## config.mk

```make
export PLATFORM = sky130hd
export DESIGN_NAME = pipe_register_flat
export DESIGN_NICKNAME = d
export VERILOG_FILES = /design/src/rtl/pipe_register_if.sv /design/src/rtl/pipe_register.sv /design/src/flat_wrapper.sv
export SDC_FILE = /design/constraint.sdc
export NUM_CORES = 1
export LEC_CHECK = 0
export BUFFER_PORTS_ARGS = -buffer_cell sky130_fd_sc_hd__buf_2
export CAP_MARGIN = 30
export CORE_AREA = 2 2 50 70
export DETAILED_ROUTE_END_ITERATION = 12
export DIE_AREA = 0 0 52 72
export SETUP_SLACK_MARGIN = 0.3
export SLEW_MARGIN = 20
export SYNTH_ARGS = -nofsm -noshare
export SYNTH_HDL_FRONTEND = slang
export SYNTH_SLANG_ARGS = --single-unit
```

## constraint.sdc

```tcl
create_clock -name clock -period 4.15 [get_ports clock]
set_input_delay 0.6225 -clock clock [delete_from_list [all_inputs] [get_ports clock]]
set_output_delay 0.6225 -clock clock [all_outputs]
set_load 0.05 [all_outputs]
```

## src/rtl/pipe_register_if.sv

```systemverilog
// Handshake/data bundle for pipe_register: "slave" is the pipe's view, "master" the driver's.
interface pipe_register_if #(
  parameter int unsigned size  = 8,
  parameter int unsigned depth = 3
);
  localparam int unsigned CntW = $clog2(depth + 1);

  logic            enable;
  logic            flush;
  logic            inValid;
  logic [size-1:0] regIn;
  logic            inReady;
  logic            outValid;
  logic [size-1:0] regOut;
  logic            outReady;
  logic [CntW-1:0] count;

  modport slave (
    input  enable, flush, inValid, regIn, outReady,
    output inReady, outValid, regOut, count
  );

  modport master (
    output enable, flush, inValid, regIn, outReady,
    input  inReady, outValid, regOut, count
  );
endinterface

```

## src/rtl/pipe_register.sv

```systemverilog
// depth-stage elastic pipeline register with valid/ready handshake, bubble collapsing,
// freeze and flush. Define PIPE_REG_BYPASS_EN for a zero-latency path through an empty pipe.
module pipe_register #(
  parameter int unsigned size  = 8,
  parameter int unsigned depth = 3
) (
  input logic            clock,
  input logic            reset,
  pipe_register_if.slave bus
);
  localparam int unsigned CntW = $clog2(depth + 1);

  logic [size-1:0]  data_q [depth];
  logic [size-1:0]  data_d [depth];
  logic [depth-1:0] valid_q;
  logic [depth-1:0] valid_d;
  logic [depth-1:0] move;
  logic [CntW-1:0]  count_q;
  logic [CntW-1:0]  count_d;
  logic             run;
  logic             out_valid_base;
  logic             in_ready;
  logic             in_xfer;

  assign run            = bus.enable & ~bus.flush;
  assign out_valid_base = run & valid_q[depth-1];

  // A stage advances when its successor is empty or emptying in the same cycle.
  always_comb begin
    logic nxt_free;
    move          = '0;
    move[depth-1] = out_valid_base & bus.outReady;
    nxt_free      = ~valid_q[depth-1] | move[depth-1];
    for (int i = int'(depth) - 2; i >= 0; i--) begin
      move[i]  = run & valid_q[i] & nxt_free;
      nxt_free = ~valid_q[i] | move[i];
    end
  end

  assign in_ready = ~reset & run & (~valid_q[0] | move[0]);

`ifdef PIPE_REG_BYPASS_EN
  logic bypass;
  assign bypass       = ~reset & run & bus.inValid & (count_q == '0);
  // A bypassed word accepted downstream never lands in stage 0.
  assign in_xfer      = bus.inValid & in_ready & ~(bypass & bus.outReady);
  assign bus.outValid = out_valid_base | bypass;
  assign bus.regOut   = bypass ? bus.regIn : data_q[depth-1];
`else
  assign in_xfer      = bus.inValid & in_ready;
  assign bus.outValid = out_valid_base;
  assign bus.regOut   = data_q[depth-1];
`endif

  assign bus.inReady = in_ready;
  assign bus.count   = count_q;

  always_comb begin
    valid_d = valid_q;
    data_d  = data_q;
    count_d = '0;
    if (in_xfer) begin
      valid_d[0] = 1'b1;
      data_d[0]  = bus.regIn;
    end else begin
      valid_d[0] = valid_q[0] & ~move[0];
    end
    for (int i = 1; i < int'(depth); i++) begin
      if (move[i-1]) begin
        valid_d[i] = 1'b1;
        data_d[i]  = data_q[i-1];
      end else begin
        valid_d[i] = valid_q[i] & ~move[i];
      end
    end
    // Flush drops occupancy only; data registers keep their contents.
    if (bus.flush) begin
      valid_d = '0;
    end
    for (int i = 0; i < int'(depth); i++) begin
      count_d = count_d + CntW'(valid_d[i]);
    end
  end

  always_ff @(posedge clock or posedge reset) begin
    if (reset) begin
      valid_q <= '0;
      count_q <= '0;
      for (int i = 0; i < int'(depth); i++) begin
        data_q[i] <= '0;
      end
    end else begin
      valid_q <= valid_d;
      count_q <= count_d;
      for (int i = 0; i < int'(depth); i++) begin
        data_q[i] <= data_d[i];
      end
    end
  end
endmodule

```

## src/flat_wrapper.sv

```systemverilog
// flat-port wrapper written by rule: the top's interface ports become plain ports
module pipe_register_flat 
#(
  parameter int unsigned size  = 8,
  parameter int unsigned depth = 3
)
  (clock, reset, bus_enable, bus_flush, bus_inValid, bus_regIn, bus_outReady, bus_inReady, bus_outValid, bus_regOut, bus_count);
  pipe_register_if #(.size(size), .depth(depth)) bus_i ();
  input logic clock;
  input logic reset;
  input wire logic [$bits(bus_i.enable)-1:0] bus_enable;
  input wire logic [$bits(bus_i.flush)-1:0] bus_flush;
  input wire logic [$bits(bus_i.inValid)-1:0] bus_inValid;
  input wire logic [$bits(bus_i.regIn)-1:0] bus_regIn;
  input wire logic [$bits(bus_i.outReady)-1:0] bus_outReady;
  output wire logic [$bits(bus_i.inReady)-1:0] bus_inReady;
  output wire logic [$bits(bus_i.outValid)-1:0] bus_outValid;
  output wire logic [$bits(bus_i.regOut)-1:0] bus_regOut;
  output wire logic [$bits(bus_i.count)-1:0] bus_count;
  assign bus_i.enable = bus_enable;
  assign bus_i.flush = bus_flush;
  assign bus_i.inValid = bus_inValid;
  assign bus_i.regIn = bus_regIn;
  assign bus_i.outReady = bus_outReady;
  assign bus_inReady = bus_i.inReady;
  assign bus_outValid = bus_i.outValid;
  assign bus_regOut = bus_i.regOut;
  assign bus_count = bus_i.count;
  pipe_register #(.size(size), .depth(depth)) u_core (.clock(clock), .reset(reset), .bus(bus_i));
endmodule
```

# ---- Word-level counts from Yosys, hierarchy flattened
# Cells that the tools add are included.
dict set report word_totals {
  ff_bits 29
  input_bits 14
  out_inout_bits 12
  word_cells 35
}
dict set report classes {
  add_sub_neg 2
  mux 4
  bitwise 24
}
# op n
set op_table {}
lappend op_table {{AND 1 bit} 13}
lappend op_table {{NOT 1 bit} 8}
lappend op_table {{2-to-1 mux 1 bit} 3}
lappend op_table {{2-to-1 mux 3 bit} 1}
lappend op_table {{OR 1 bit} 3}
lappend op_table {{adder 1 x 1 -> 2 bit} 1}
lappend op_table {{adder 2 x 1 -> 2 bit} 1}

# ---- Longest topological paths before layout
# Gate-level depths: netlist of the first run.
dict set report depth {
  word_depth 15
  mapped_depth 4
  ltp_nobuf 4
}

# ---- Least setup slack after synthesis of the first run
# No wires, ideal clock.
dict set report synth_timing {
  path_type {in2out}
  startpoint {input port reset}
  endpoint {output port bus_inReady}
  arrival_ps 1464
  t_required_ps 3527
  setup_slack_ps 2063
  cell_stages 2
  n_path_buf 0
  cell_sequence {inv_2 > and3_2}
}
dict set report synth_between {
  elab_chain_len 3
}
# element line
set synth_rtl {}
lappend synth_rtl {{from (decl)} flat_wrapper.sv:10} ;# input logic reset;
lappend synth_rtl {{NOT 1 bit} pipe_register.sv:40} ;# assign in_ready = ~reset & run & (~valid_q[0] | move[0]);
lappend synth_rtl {{AND 1 bit (2 in a row)} pipe_register.sv:40}
lappend synth_rtl {{to (decl)} flat_wrapper.sv:16} ;# output wire logic [$bits(bus_i.inReady)-1:0] bus_inReady;
# Every way passes these cells.

# ---- Worst setup path after layout of the first run
# Same ends and word-level chain as after synthesis.

==> metrics.cfg, run 1 <==
[run_status]
outcome=finished clean

[setup_path]
crit_path_top_delay_cell=inv_2
r2r_slack_ps=2530
ff2ff_path_depth=3
cp.required_ps=3530
crit_path_start_kind=primary input
worstPathArrival_ps=1760
worstPathCellList=buf_2 -> inv_2 -> and3_2 -> buf_2
endpoint_kind=output pin
r2r_start=u_core.valid_q[2]
path_class=primary input to output pin
r2r_end=u_core.bus.regOut[4]
path_max_fanout=32
cpMostUsedCell=buf_2
max_stage_delay_ps=470
cp-startpoint=reset

[sta]
final_hold_viol_count=0
period_share_pct=57.5
rsz0062_at_grt=false
setup-tns-final_ps=0
drv_slew=0
max_slew_margin_pct=56.6
fin_skew_ps=4.32
final_period_minus_worst_setup_slack_ps=2390
setup_ws_ps=1760
tightest_slew_ps=650
setup_viol_count_final=0
max_freq_ghz=0.419

[clock_network]
htreeDepth=2
post_cts_resized=0
cts_tree=yes
clk_latency_ps=270
hold_buffers=0
cts_root_buf=clkbuf_8
cts_sinks=29
clk_pin_slew_ps=60
post_cts_buffers=0
numCtsBuffers=5
cts_buffer_depth=2

[yosys]
synth_area_leader_cell=dfrtp_1
yosys-top-cells-area=dfrtp_1 54%, mux2_4 27%, buf_4 4.5%
yosys_most_used_dff=dfrtp_1
yosys-top-cells-count=29 x dfrtp_1, 24 x mux2_4, 8 x buf_4
syn_nets=99
synth-edff-count=0
synth.distinct_cells=23
ys_ff_latch=29
yosysWarnings=0
netlist_instances=84
synth_top_area_share_pct=54.4
synth_most_common_cell=dfrtp_1
async_flop_share_pct=100
netlist_area_um2=1330
avgSynthCellArea_um2=15.9
ys_seq_area_share_pct=54.4

[detailed_routing]
remaining_drc_errors=0
ant_nets=0
drt_first_pass_iters=3
wl_per_cell_um=14.5
vias=708
finalWirelength_mm=2.12
viasPerCell=4.85
drt-initial-drc-count=20

[placed_design]
pre_cts_slack_ps=1730
dp_hpwl_mm=1.44
port_buffers=25
place.gp.congestion=0.751

[power]
vdd_drop_max_v=0.000259
power.switching_uw=178
intPower_uw=596
clock_power_share_pct=38.2
leakagePower_nw=0.796
pwr-share-comb_pct=15.9
power_frac_seq_pct=45.9
power_density_nw_per_um2=502
sw_frac_of_total_pct=22.9

[floorplanning]
core_um2=3090
initial_core_util_pct=43.1
die_h_um=72
rows=24
io_pins=26
die-area_um2=3740
die_w_um=52

[run]
max_cap_viol_count=0

[finish]
diodes=0
area_delta_synth_final_pct=15.6
fillCellCount=280
nNetsFinal=121
drive_gt1_share_pct=57.9
multi_input_area_um2=518
register_area_um2=726

[worst_hold_path]
hp-class=primary input to async pin

[global_route]
grt_usage_pct=13.8
grt_max_degree=33
grt.overflow.total=0
antenna_found_initial=0
first_global_vias=768
grt_pass1_wl_mm=3.70

[worst max path at each step]
stage / to / slack (ps) / cells past startpoint
5_1_grt: bus_inReady / 1630 / 4
3_3_place_gp: bus_inReady / 1740 / 4
4_1_cts: bus_inReady / 1710 / 4
6_report: bus_inReady / 1760 / 4
3_5_place_dp: bus_inReady / 1730 / 4
2_1_floorplan: bus_inReady / 2060 / 2
[layer usage]
layer | GRT usage, % | part of all wire (%)
met5 | 0 | 0
met4 | 7.02 | 1.1
met3 | 5.14 | 5.3
met2 | 20.3 | 49
met1 | 17.8 | 45
[through the flow]
stage / util [%] / hold WS [ps] / std cells / total power, mW / cell area [um^2]
2_1_floorplan: - / 482 / 84 / 0.462 / 1330
5_1_grt: 49.8 / 486 / 146 / 0.812 / 1540
3_3_place_gp: 46.1 / 489 / 138 / 0.478 / 1430
6_report: 49.8 / 442 / 146 / 0.774 / 1540
4_1_cts: 49.8 / 459 / 146 / 0.782 / 1540
3_5_place_dp: 46.1 / 494 / 138 / 0.483 / 1430
[registers in the layout, summed over array words and instances (netlist names)]
register	flops
u_core.valid_q	3
u_core.bus.count	2
u_core.data_q	16
u_core.bus.regOut	8
[critical path: cells and delay by family]
family,cells,cell delay [ps]
buffers and inverters,3,830
AND/OR/NAND/NOR,1,300
[cell families (layout without fill, tap and decap cells)]
logic type,count (synthesis),after routing,share of synthesized area [%]
buffers and inverters,12,35,6.75
AND/OR/NAND/NOR,13,13,7.98
adder cells (fa/ha/maj),1,1,1.50
multiplexers,24,24,27.0
flip-flops,29,29,54.4
AO/OA/AOI/OAI,5,5,2.35
[final cells by class]
| type | count | share of cell area (%) |
|---|---|---|
| flip-flops and latches | 29 | 47.1 |
| multi-input cells | 43 | 33.6 |
| repair buffers | 25 | 8.12 |
| clock buffers | 7 | 5.60 |
| well taps | 39 | 3.17 |
| clock inverters | 1 | 1.95 |
| inverters | 2 | 0.487 |
[power by group through the flow]
stage | Sequential (mW) | Combinational (mW) | Clock, mW
floorplan | 0.354 | 0.108 | 0
global placement | 0.357 | 0.121 | 0
detailed placement | 0.360 | 0.123 | 0
CTS | 0.356 | 0.125 | 0.301
global route | 0.362 | 0.132 | 0.318
finish | 0.355 | 0.123 | 0.296
[layout by cell type (no fill, tap or decap), types with 2 or more instances in the layout]
cell	count
clkbuf_8	6
mux2_4	24
buf_2	25
dfrtp_1	29
a21oi_1	2
nand2_1	2
(Power assumes the default switching activity.)
==> run 2, diff against run 1 <==
==> constraint.sdc (replaced) <==
create_clock -name clock -period 2.4 [get_ports clock]
set_input_delay 0.36 -clock clock [delete_from_list [all_inputs] [get_ports clock]]
set_output_delay 0.36 -clock clock [all_outputs]
set_load 0.05 [all_outputs]
==> run 2 against run 1 <==
Compared with the run above:
- power is 58% higher
- via count down 0.56%
- wire length rose by 4.0%
- hold slack worse by 400 ps
==> metrics.cfg, run 2 (synthesis results as in run 1) <==
[run_status]
outcome=finished clean

[floorplanning]
initial_core_util_pct=43.1  ; unchanged
io_pins=26  ; unchanged
die_h_um=72  ; unchanged
core_um2=3090  ; unchanged
rows=24  ; unchanged
die-area_um2=3740  ; unchanged
die_w_um=52  ; unchanged

[global_route]
antenna_found_initial=0  ; unchanged
first_global_vias=725  ; -5.6%
grt_usage_pct=13.9  ; +0.11 points
grt_pass1_wl_mm=3.61  ; -2.4%
grt.overflow.total=0  ; unchanged
grt_max_degree=18  ; -45%

[clock_network]
clk_latency_ps=280  ; about the same
htreeDepth=2  ; unchanged
cts_tree=yes
numCtsBuffers=5  ; unchanged
cts_sinks=29  ; unchanged
clk_pin_slew_ps=60  ; about the same
post_cts_resized=0  ; unchanged
cts_root_buf=clkbuf_8
post_cts_buffers=0  ; unchanged
cts_buffer_depth=2  ; unchanged
hold_buffers=0  ; unchanged

[finish]
nNetsFinal=122  ; +0.83%
largest_reg_flops=16  ; unchanged
area_delta_synth_final_pct=13.9
final_cell_mix=29 x dfrtp_1, 25 x buf_2, 24 x mux2_4
diodes=0  ; unchanged
drive_gt1_share_pct=57.9  ; unchanged
final_common_cell=dfrtp_1
regMostFlops=u_core.data_q

[sta]
tightest_slew_ps=520  ; -131 ps
max_freq_ghz=0.590
fin_skew_ps=2.16  ; -2.17 ps
setup_ws_ps=704  ; -1060 ps
final_hold_viol_count=0  ; unchanged
rsz0062_at_grt=false
setup_viol_count_final=0  ; unchanged
drv_slew=0  ; unchanged
final_period_minus_worst_setup_slack_ps=1700
period_share_pct=70.7
setup-tns-final_ps=0  ; unchanged
max_slew_margin_pct=65.3  ; +8.8 points

[setup_path]
worstPathArrival_ps=1340  ; -420 ps
critPathCapture=bus_inReady
ff2ff_path_depth=3  ; unchanged
crit_path_top_delay_cell=dfrtp_1
worstPathCellList=nand4b_1 -> and3_2 -> buf_2
path_max_fanout=5  ; -84%
r2r_start=u_core.valid_q[2]
r2r_end=u_core.bus.regOut[1]
endpoint_kind=output pin
path_class=register to output pin
cp.required_ps=2040  ; -1490 ps
cp-startpoint=u_core.valid_q[1]
max_stage_delay_ps=420  ; -50 ps
crit_path_start_kind=register
r2r_slack_ps=830  ; -1700 ps

[detailed_routing]
vias=704  ; -0.56%
viasPerCell=4.82  ; -0.56%
drt_first_pass_iters=4  ; +1
remaining_drc_errors=0  ; unchanged
finalWirelength_mm=2.21  ; +4.0%
ant_nets=0  ; unchanged
drt-initial-drc-count=10  ; -50%
wl_per_cell_um=15.1  ; +4.0%

[power]
power_density_nw_per_um2=807  ; +61%
intPower_uw=921  ; +54%
leakagePower_nw=0.787  ; -1.2%
clock_power_share_pct=32.3  ; -5.9 points
pwr-share-comb_pct=17.3  ; +1.4 points
vdd_drop_max_v=0.000393  ; +51%
power.switching_uw=305  ; +72%
power_frac_seq_pct=50.4  ; +4.5 points
sw_frac_of_total_pct=24.9  ; +1.9 points

[placed_design]
dp_hpwl_mm=1.55  ; +7.7%
place.gp.congestion=0.725  ; -3.4%
pre_cts_slack_ps=656  ; -1070 ps
port_buffers=25  ; unchanged

[worst_hold_path]
hp-class=primary input to async pin

[run]
max_cap_viol_count=0  ; unchanged

run 2: worst min-delay path by stage:
stage          start                   to  slack (ps)  cells after the start
5_1_grt        reset    u_core.data_q[20]          70                      2
3_3_place_gp   reset    u_core.valid_q[2]         350                      2
6_report       reset    u_core.data_q[20]          50                      2
2_1_floorplan  reset  u_core.bus.count[0]         290                      1
4_1_cts        reset    u_core.valid_q[2]          50                      2
3_5_place_dp   reset    u_core.valid_q[2]         350                      2
run 2: layout make-up:
cell class / count / area [um^2]
Tap cell: 39 / 48.8
Timing Repair Buffer: 26 / 133
Inverter: 2 / 7.51
Fill cell: 299 / 1570
Clock buffer: 7 / 86.3
Sequential cell: 29 / 726
Multi-Input combinational cell: 43 / 518
run 2: metrics by stage:
step,cells,total power [mW],cell area [um^2],utilization (%),hold WS (ps)
final,146,1.23,1520,49.1,45.1
after global routing,146,1.29,1520,49.1,67.2
after CTS,146,1.24,1520,49.1,51.0
after detailed placement,139,0.838,1430,46.3,350
after global placement,139,0.834,1430,46.3,346
after floorplan,84,0.799,1330,-,295
run 2: critical path, delay by kind of cell (launching register included):
kind | cells | cell delay, ps
buf+inv | 1 | 260
flops | 1 | 420
simple gates | 2 | 390
run 2: routing by layer:
| layer | part of all wire, % | track usage (%) |
|---|---|---|
| met4 | 2.7 | 8.77 |
| met2 | 47 | 19.4 |
| met5 | 0 | 0 |
| met3 | 5.8 | 5.56 |
| met1 | 44 | 17.8 |
run 2: power by group through the flow:
stage / clock network (mW) / registers (mW) / logic [mW]
after floorplan: 0 / 0.613 / 0.186
after global placement: 0 / 0.625 / 0.209
after detailed placement: 0 / 0.624 / 0.214
after CTS: 0.408 / 0.618 / 0.215
after global routing: 0.431 / 0.628 / 0.227
final: 0.396 / 0.617 / 0.212
